## config.mk

```make
export PLATFORM = sky130hd
export DESIGN_NAME = key_pulse_gen_flat
export DESIGN_NICKNAME = d
export VERILOG_FILES = /design/src/rtl/key_pulse_gen_if.sv /design/src/rtl/key_pulse_gen.sv /design/src/flat_wrapper.sv
export SDC_FILE = /design/constraint.sdc
export NUM_CORES = 1
export LEC_CHECK = 0
export BUFFER_PORTS_ARGS = -buffer_cell sky130_fd_sc_hd__buf_2
export CAP_MARGIN = 30
export CELL_PAD_IN_SITES_DETAIL_PLACEMENT = 1
export CELL_PAD_IN_SITES_GLOBAL_PLACEMENT = 1
export CORE_MARGIN = 2
export CORE_UTILIZATION = 45
export CTS_BUF_LIST = sky130_fd_sc_hd__clkbuf_8
export CTS_CLUSTER_DIAMETER = 50
export DETAILED_ROUTE_END_ITERATION = 7
export HOLD_SLACK_MARGIN = 0.12
export PLACE_DENSITY_LB_ADDON = 0.05
export SETUP_SLACK_MARGIN = 0.1
export SYNTH_ARGS = -nofsm -noshare
export SYNTH_HDL_FRONTEND = slang
export SYNTH_SLANG_ARGS = --single-unit
```

## constraint.sdc

```tcl
create_clock -name clk -period 1.34 [get_ports clk]
set_input_delay 0.067 -clock clk [delete_from_list [all_inputs] [get_ports clk]]
set_output_delay 0.067 -clock clk [all_outputs]
set_load 0.03 [all_outputs]
```

## src/rtl/key_pulse_gen_if.sv

```systemverilog
// Key front-end bus: raw button levels in, debounced press reporting out.
// The master side drives the raw pins; the slave side is the debouncer.
interface key_pulse_gen_if #(
    parameter int NUM_KEYS = 4
);
    localparam int KW = (NUM_KEYS > 1) ? $clog2(NUM_KEYS) : 1;

    logic [NUM_KEYS-1:0] keys_raw;   // raw active-high buttons, asynchronous, bouncing
    logic                keyout;     // one-cycle pulse per accepted press
    logic [KW-1:0]       keycode;    // index of the key reported by the last keyout
    logic [NUM_KEYS-1:0] key_held;   // debounced level of each key

    modport master (
        output keys_raw,
        input  keyout,
        input  keycode,
        input  key_held
    );

    modport slave (
        input  keys_raw,
        output keyout,
        output keycode,
        output key_held
    );
endinterface : key_pulse_gen_if

```

## src/rtl/key_pulse_gen.sv

```systemverilog
// Key pulse generator: per-key 2-FF synchroniser, debounce FSM and press
// edge detection. Emits one registered keyout pulse per clean press together
// with the index of the pressed key; the lowest index wins when several keys
// qualify on the same edge.
module key_pulse_gen #(
    parameter int NUM_KEYS        = 4,
    parameter int DEBOUNCE_CYCLES = 16
) (
    input  logic            clk,
    input  logic            nrst,
    key_pulse_gen_if.slave  bus
);

    localparam int KW = (NUM_KEYS > 1) ? $clog2(NUM_KEYS) : 1;
    localparam int CW = $clog2(DEBOUNCE_CYCLES + 1);

    localparam logic [CW-1:0] CNT_ZERO = CW'(0);
    localparam logic [CW-1:0] CNT_ONE  = CW'(1);
    localparam logic [CW-1:0] CNT_LAST = CW'(DEBOUNCE_CYCLES - 1);

    typedef enum logic [1:0] {
        ST_RELEASED     = 2'd0,
        ST_PRESS_WAIT   = 2'd1,
        ST_PRESSED      = 2'd2,
        ST_RELEASE_WAIT = 2'd3
    } key_state_e;

    // Lowest set bit of vec wins; scanning downwards lets lower indices overwrite.
    function automatic logic [KW-1:0] lowest_index(input logic [NUM_KEYS-1:0] vec);
        logic [KW-1:0] idx;
        idx = '0;
        for (int k = NUM_KEYS - 1; k >= 0; k--) begin
            if (vec[k]) begin
                idx = KW'(k);
            end else begin
                idx = idx;
            end
        end
        return idx;
    endfunction

    // Synchroniser stages; only r_sync2 is ever looked at by the FSMs.
    logic [NUM_KEYS-1:0] r_sync1;
    logic [NUM_KEYS-1:0] r_sync2;

    // Per-key debounce state and qualification counters.
    key_state_e          r_state     [NUM_KEYS];
    key_state_e          w_state_nxt [NUM_KEYS];
    logic [CW-1:0]       r_cnt       [NUM_KEYS];
    logic [CW-1:0]       w_cnt_nxt   [NUM_KEYS];

    logic [NUM_KEYS-1:0] w_press_evt;
    logic [NUM_KEYS-1:0] w_held_nxt;
    logic                w_any_evt;
    logic [KW-1:0]       w_evt_idx;

    // Registered outputs.
    logic                r_keyout;
    logic [KW-1:0]       r_keycode;
    logic [NUM_KEYS-1:0] r_key_held;

    // Two-flop synchroniser bringing the asynchronous pins into the clk domain.
    always_ff @(posedge clk or negedge nrst) begin
        if (!nrst) begin
            r_sync1 <= '0;
            r_sync2 <= '0;
        end else begin
            r_sync1 <= bus.keys_raw;
            r_sync2 <= r_sync1;
        end
    end

    // Debounce FSM state and counter registers for every key.
    always_ff @(posedge clk or negedge nrst) begin
        if (!nrst) begin
            for (int i = 0; i < NUM_KEYS; i++) begin
                r_state[i] <= ST_RELEASED;
                r_cnt[i]   <= CNT_ZERO;
            end
        end else begin
            for (int i = 0; i < NUM_KEYS; i++) begin
                r_state[i] <= w_state_nxt[i];
                r_cnt[i]   <= w_cnt_nxt[i];
            end
        end
    end

    // Next-state, counter and press-event decode for every key.
    // A press event fires on the edge that moves PRESS_WAIT into PRESSED, so
    // the registered keyout lines up with the first PRESSED cycle.
    always_comb begin
        for (int i = 0; i < NUM_KEYS; i++) begin
            w_state_nxt[i] = r_state[i];
            w_cnt_nxt[i]   = r_cnt[i];
            w_press_evt[i] = 1'b0;

            case (r_state[i])
                ST_RELEASED: begin
                    if (r_sync2[i]) begin
                        w_state_nxt[i] = ST_PRESS_WAIT;
                        w_cnt_nxt[i]   = CNT_ONE;
                    end else begin
                        w_cnt_nxt[i]   = CNT_ZERO;
                    end
                end

                ST_PRESS_WAIT: begin
                    if (!r_sync2[i]) begin
                        // Bounce back to low: abandon this qualification attempt.
                        w_state_nxt[i] = ST_RELEASED;
                        w_cnt_nxt[i]   = CNT_ZERO;
                    end else if (r_cnt[i] == CNT_LAST) begin
                        w_state_nxt[i] = ST_PRESSED;
                        w_cnt_nxt[i]   = CNT_ZERO;
                        w_press_evt[i] = 1'b1;
                    end else begin
                        w_cnt_nxt[i]   = r_cnt[i] + CNT_ONE;
                    end
                end

                ST_PRESSED: begin
                    if (!r_sync2[i]) begin
                        w_state_nxt[i] = ST_RELEASE_WAIT;
                        w_cnt_nxt[i]   = CNT_ONE;
                    end else begin
                        w_cnt_nxt[i]   = CNT_ZERO;
                    end
                end

                ST_RELEASE_WAIT: begin
                    if (r_sync2[i]) begin
                        // Release glitch: the key is still held, no new event.
                        w_state_nxt[i] = ST_PRESSED;
                        w_cnt_nxt[i]   = CNT_ZERO;
                    end else if (r_cnt[i] == CNT_LAST) begin
                        w_state_nxt[i] = ST_RELEASED;
                        w_cnt_nxt[i]   = CNT_ZERO;
                    end else begin
                        w_cnt_nxt[i]   = r_cnt[i] + CNT_ONE;
                    end
                end

                default: begin
                    w_state_nxt[i] = ST_RELEASED;
                    w_cnt_nxt[i]   = CNT_ZERO;
                end
            endcase
        end
    end

    // Debounced level follows the next state so it changes together with the FSM.
    always_comb begin
        w_held_nxt = '0;
        for (int i = 0; i < NUM_KEYS; i++) begin
            if ((w_state_nxt[i] == ST_PRESSED) || (w_state_nxt[i] == ST_RELEASE_WAIT)) begin
                w_held_nxt[i] = 1'b1;
            end else begin
                w_held_nxt[i] = 1'b0;
            end
        end
    end

    // Arbitration of simultaneous press events: lowest index reported, others dropped.
    always_comb begin
        w_any_evt = |w_press_evt;
        w_evt_idx = lowest_index(w_press_evt);
    end

    // Output registers: pulse, held key code and debounced levels.
    always_ff @(posedge clk or negedge nrst) begin
        if (!nrst) begin
            r_keyout   <= 1'b0;
            r_keycode  <= '0;
            r_key_held <= '0;
        end else begin
            r_keyout   <= w_any_evt;
            if (w_any_evt) begin
                r_keycode <= w_evt_idx;
            end else begin
                r_keycode <= r_keycode;
            end
            r_key_held <= w_held_nxt;
        end
    end

    assign bus.keyout   = r_keyout;
    assign bus.keycode  = r_keycode;
    assign bus.key_held = r_key_held;

endmodule : key_pulse_gen
```

## src/flat_wrapper.sv

```systemverilog
// flat-port wrapper written by rule: the top's interface ports become plain ports
module key_pulse_gen_flat 
#(
    parameter int NUM_KEYS        = 4,
    parameter int DEBOUNCE_CYCLES = 16
)
  (clk, nrst, bus_keys_raw, bus_keyout, bus_keycode, bus_key_held);
  key_pulse_gen_if #(.NUM_KEYS(NUM_KEYS)) bus_i ();
  input  logic clk;
  input  logic nrst;
  input wire logic [$bits(bus_i.keys_raw)-1:0] bus_keys_raw;
  output wire logic [$bits(bus_i.keyout)-1:0] bus_keyout;
  output wire logic [$bits(bus_i.keycode)-1:0] bus_keycode;
  output wire logic [$bits(bus_i.key_held)-1:0] bus_key_held;
  assign bus_i.keys_raw = bus_keys_raw;
  assign bus_keyout = bus_i.keyout;
  assign bus_keycode = bus_i.keycode;
  assign bus_key_held = bus_i.key_held;
  key_pulse_gen #(.NUM_KEYS(NUM_KEYS), .DEBOUNCE_CYCLES(DEBOUNCE_CYCLES)) u_core (.clk(clk), .nrst(nrst), .bus(bus_i));
endmodule
```

After elaboration in Yosys (flattened, before gate mapping):

Index checks and enable logic that the tools add are counted.

* $add $sub $neg: 4
* equality and inequality tests: 24
* multiplexer cells: 72
* reduce and logical (&&, ||, !) cells: 9

Operator list (number)
* case mux 5 bit (4 select lines): 4
* 2-to-1 mux 5 bit: 12
* 2-to-1 mux 2 bit: 28
* equality test 2 bit, second input constant: 16
* case mux 2 bit (4 select lines): 4
* 2-to-1 mux 1 bit: 24
* adder 5 x 1 -> 5 bit, second input constant: 4
* equality test 5 x 4 -> 1 bit, second input constant: 4
* equality test 2 x 1 -> 1 bit, second input constant: 4
* zero test 2 bit: 4
* logical OR 1 bit: 4
* OR reduction 4 bit: 1

* register bits: 43
* input port bits: 6
* output and inout port bits: 7
* logic and storage cells: 122

Depth between registers and ports, before layout:

* depth in word-level cells: 8
* gate-level depth with buffers: 5
* depth with buffers taken out: 5

Worst setup path before layout:

No wires, ideal clock.

* path kind: reg-to-reg
* from: reg u_core.r_cnt[5] in the netlist's numbering
* to: reg u_core.r_keyout, in the netlist u_core.bus.keyout
* setup time: 0.139 ns
* arrival: 1.297 ns
* data required time: 1.201 ns
* path slack: -0.095 ns
* cell stages (with the launch flop): 6
* buffers on the path: 0
* clock period less this slack: 1.435 ns
* path through: dfrtp_1 ha_1 nor2b_4 nand4_2 nor2_1 or4_1

* longest elaborated chain between the ends: 5

Ends and longest elaborated chain
* from (decl): RTL line key_pulse_gen.sv:49 `logic [CW-1:0] r_cnt [NUM_KEYS];`
* from (signal, indexed assignment): RTL line key_pulse_gen.sv:83 `r_cnt[i] <= w_cnt_nxt[i];`
* equality test 5 x 4 -> 1 bit: RTL line key_pulse_gen.sv:112 `end else if (r_cnt[i] == CNT_LAST) begin`
* 2-to-1 mux 1 bit: RTL line key_pulse_gen.sv:112
* 2-to-1 mux 1 bit: RTL line key_pulse_gen.sv:108 `if (!r_sync2[i]) begin`
* 2-to-1 mux 1 bit: RTL line key_pulse_gen.sv:97 `case (r_state[i])`
* OR reduction 4 bit: RTL line key_pulse_gen.sv:165 `w_any_evt = |w_press_evt;`
* named net u_core.w_any_evt: RTL line key_pulse_gen.sv:54 `logic w_any_evt;`
* to (signal assigned): RTL line key_pulse_gen.sv:176 `r_keyout <= w_any_evt;`
* to (decl): RTL line key_pulse_gen.sv:58 `logic r_keyout;`

The timed path passes the listed nets, and every way through them passes these cells.
A chain may end at the register's enable or synchronous reset.

Worst setup path after layout:

* from: reg u_core.r_cnt[10] in the netlist's numbering
* to: reg u_core.r_keyout, in the netlist u_core.bus.keyout

The elaborated chain is that of the path after synthesis.

==> reports/metrics.csv <==
stage,metric,value,unit
floorplanning,core area,0.00372,mm^2
synthesis,"Distinct cells, synth",34,
setup_path,Critical Path Start Type,flip-flop,
route,DRC violations left,0,
cts,Clock transition at path regs,0.08,ns
pwr,PwrDens,1000,mW/mm^2
final_layout,Non-Filler Instances,234,
timing,"Slew Viols, Final",0,
setup_path,highest-delay cell along the critical path,or4_1,
timing,Tightest Pin Transition,0.419,ns
flow_run,Max Cap Viol,0,
setup_path,CP top delay family,simple AND/OR/NAND/NOR gates,
synthesis,Synth Area in Compound Gates,7.57,%
synthesis,register area share after synthesis,61.4,%
route,routed vias/inst,5.17,
synthesis,simple-gate portion of the synthesized area,18.2,%
floorplanning,FP Rows,22,
place,post-DP HPWL,2490,um
synthesis,syn_nets,146,
grt,initial antenna violation count,0,
route,via count,1210,
timing,Sum Neg Setup Slack,-0.434,ns
pwr,Max VDD drop,0.00108,V
outcome,outcome,finished with violations,
timing,tightest hold margin,0.240,ns
timing,unrepaired setup endpoints after global routing,true,
setup_path,reg2reg start,u_core.r_cnt[10],
synthesis,cells after synthesis,136,
outcome,violated checks,setup timing,
synthesis,post-synthesis mux area share,5.14,%
setup_path,r2r setup slk,-0.09,ns
synthesis,syn avg cell area,12.9,um^2
cts,worst skew pair latency,0.28,ns
route,final wirelength,3570,um
setup_path,data required time of the critical path,1.50,ns
route,first-pass detailed-route iteration total,4,
cts,CTS root buffer,clkbuf_8,
setup_path,worst reg2reg endpoint,u_core.bus.keyout,
setup_path,worst r2r path cells,4,
synthesis,largest family of logic cells by synthesized area,simple AND/OR/NAND/NOR gates,
synthesis,synth cell count leaders,"dfrtp_1 (43), nor2_1 (10), nand2_1 (9), mux2_2 (7), a21oi_1 (5)",
cts,clock sinks,43,
route,"antenna viol nets, final",0,
grt,number of global-route vias before repair,1285,
final_layout,ANT cells,0,
floorplanning,# IOs,13,
place,Buffers on Ports,12,
synthesis,Synth Area in XOR/XNOR,4.00,%
setup_path,"Max FO, Critical Path",3,
timing,period utilisation layout,107,%
grt,largest net degree at the start of global routing,28,
floorplanning,die area,0.00441,mm^2
timing,number of setup violations in the final report,11,
synthesis,Adder-Cell Fraction of Synth Area,2.86,%
setup_path,CP peak stage delay,0.49,ns
timing,Tmin final,1.43,ns
route,DRT iter0 DRCs,54,
timing,slew margin rel.,72.1,%
synthesis,Area contributors post-synth,"dfrtp_1 (61%), mux2_2 (4.5%), ha_1 (2.9%), nor2_1 (2.1%), xnor2_1 (2.0%)",
timing,Worst Clk Skew,0.00579,ns
floorplanning,Initial Util,47.2,%
synthesis,Netlist Area Pre-Place,0.00175,mm^2
synthesis,most numerous cell in the Yosys netlist,dfrtp_1,
synthesis,"area leader, netlist",dfrtp_1,
synthesis,dominant synthesized flop cell,dfrtp_1,
setup_path,Setup crit end kind,flip-flop,
pwr,P_leak,0.00113,uW
grt,grt ovf,0,
place,GP Congestion,0.807,
cts,CTS max path bufs,2,
timing,fmax,699,MHz
final_layout,Area Growth Syn to Fin,37.5,%
setup_path,critical path arrival,1.59,ns
route,Routed wire per std cell,15.2,um
floorplanning,die height,66.4,um
synthesis,top cell type's share of synthesized area,61.4,%
synthesis,Post-synth ARST share,100,%
setup_path,CP Buf/Inv Count,0,
setup_path,crit path cell chain,ha_2 > nand4b_1 > nor2_2 > or4_1,
cts,H-Tree Depth,2,
final_layout,Fill cells,385,
synthesis,Post-synth EDFFs,0,
timing,Final Worst Setup Slack,-0.0904,ns
final_layout,layout cells sized above 1,43.0,%
final_layout,Nets,195,
setup_path,CP Class,flip-flop to flip-flop,
synthesis,#FFs+latches synth,43,
cts,CTS tree,done,
timing,"Hold Vio Cnt, Final",0,
grt,first-pass GRT wire length,5800,um
hold_path,Hold WC Path Type,input pin to asynchronous set/reset pin,
cts,Num CTS Buffers,5,
place,dpl cells,212,
grt,all-layer global routing usage,17.6,%
synthesis,Synth warnings,0,
floorplanning,Die W,66.4,um
final_layout,Finished Core Util,64.9,%
## layout by cell type, fill, tap and decap left out, types with 3 or more instances in the layout
cell type      instances
dfrtp_1               43
buf_4                 19
buf_2                 12
nand2_1                9
nor2_1                 8
mux2_4                 7
clkbuf_8               7
inv_1                  5
dlygate4sd3_1          5
buf_6                  5
a21oi_1                4
and3_1                 4
o21ai_1                3
nand4b_1               3
xnor2_1                3
and2_4                 3
## worst max-delay path by stage
stage | from | end | slack (ns) | cells past startpoint
after global placement | u_core.r_cnt[10] | u_core.bus.keyout | -0.05 | 4
after CTS | u_core.r_cnt[10] | u_core.bus.keyout | -0.08 | 4
final | u_core.r_cnt[10] | u_core.bus.keyout | -0.09 | 4
after detailed placement | u_core.r_cnt[10] | u_core.bus.keyout | -0.11 | 4
after global routing | u_core.r_cnt[10] | u_core.r_cnt[10] | -0.17 | 5
after floorplan | u_core.r_cnt[15] | u_core.bus.keyout | -0.02 | 4
## cell families (layout without fill, tap and decap cells)
logic type                 after synthesis  in the layout
and+or+nand+nor                         49             49
AOI/OAI and AO/OA                       20             20
adders and majority gates                4              4
buffers and inverters                    4             54
xor gates and xnor gates                 8              8
DFF                                     43             43
muxes                                    8              8
## stage by stage
| step | power (uW) | area, um^2 | worst slack, ns |
|---|---|---|---|
| after floorplan | 1440 | 1820 | -0.0170 |
| after global placement | 1520 | 2070 | -0.0478 |
| after detailed placement | 1530 | 2070 | -0.115 |
| after CTS | 2440 | 2350 | -0.0820 |
| after global routing | 2530 | 2410 | -0.174 |
| final | 2420 | 2410 | -0.0904 |
## repair_timing
item                                    4_1_cts  5_1_grt
hold buffers                                  5        0
setup buffers                                 7        3
cloned                                        0        0
endpoints found under the setup margin       18       21
hold endpoints to repair                     47        0
pin swaps                                     8        8
gates resized for setup                      20       14
## layout make-up
cell class / instances / area, um^2 / area share [%]
sequential: 43 / 1080 / 44.6
multi-input combinational: 89 / 831 / 34.5
timing repair buffer: 42 / 329 / 13.6
clock buffer: 7 / 96.3 / 4.00
tap: 48 / 60.1 / 2.49
inverter: 4 / 15.0 / 0.623
clock inverter: 1 / 3.75 / 0.156
## report_power, final
group	total, uW	internal, uW	switching (uW)
sequential	1360	1330	33.1
clock	867	463	405
combinational	185	98.7	86.2
## sequential cells by signal (all words and copies together) (netlist names)
register             count
u_core.bus.key_held      4
u_core.bus.keycode       2
u_core.bus.keyout        1
u_core.r_cnt            20
u_core.r_state           8
u_core.r_sync1           4
u_core.r_sync2           4
## layer usage
metal / part of all wire [%] / wire (um) / vias to the layer above / global-route usage (%)
li1: - / - / 576 / -
met1: 45 / 1590 / 612 / 21.6
met2: 51 / 1830 / 17 / 31.3
met3: 3.1 / 112 / 5 / 4.43
met4: 0.76 / 27 / 0 / 3.83
met5: 0 / 0 / - / 0
(Power assumes the default switching activity.)
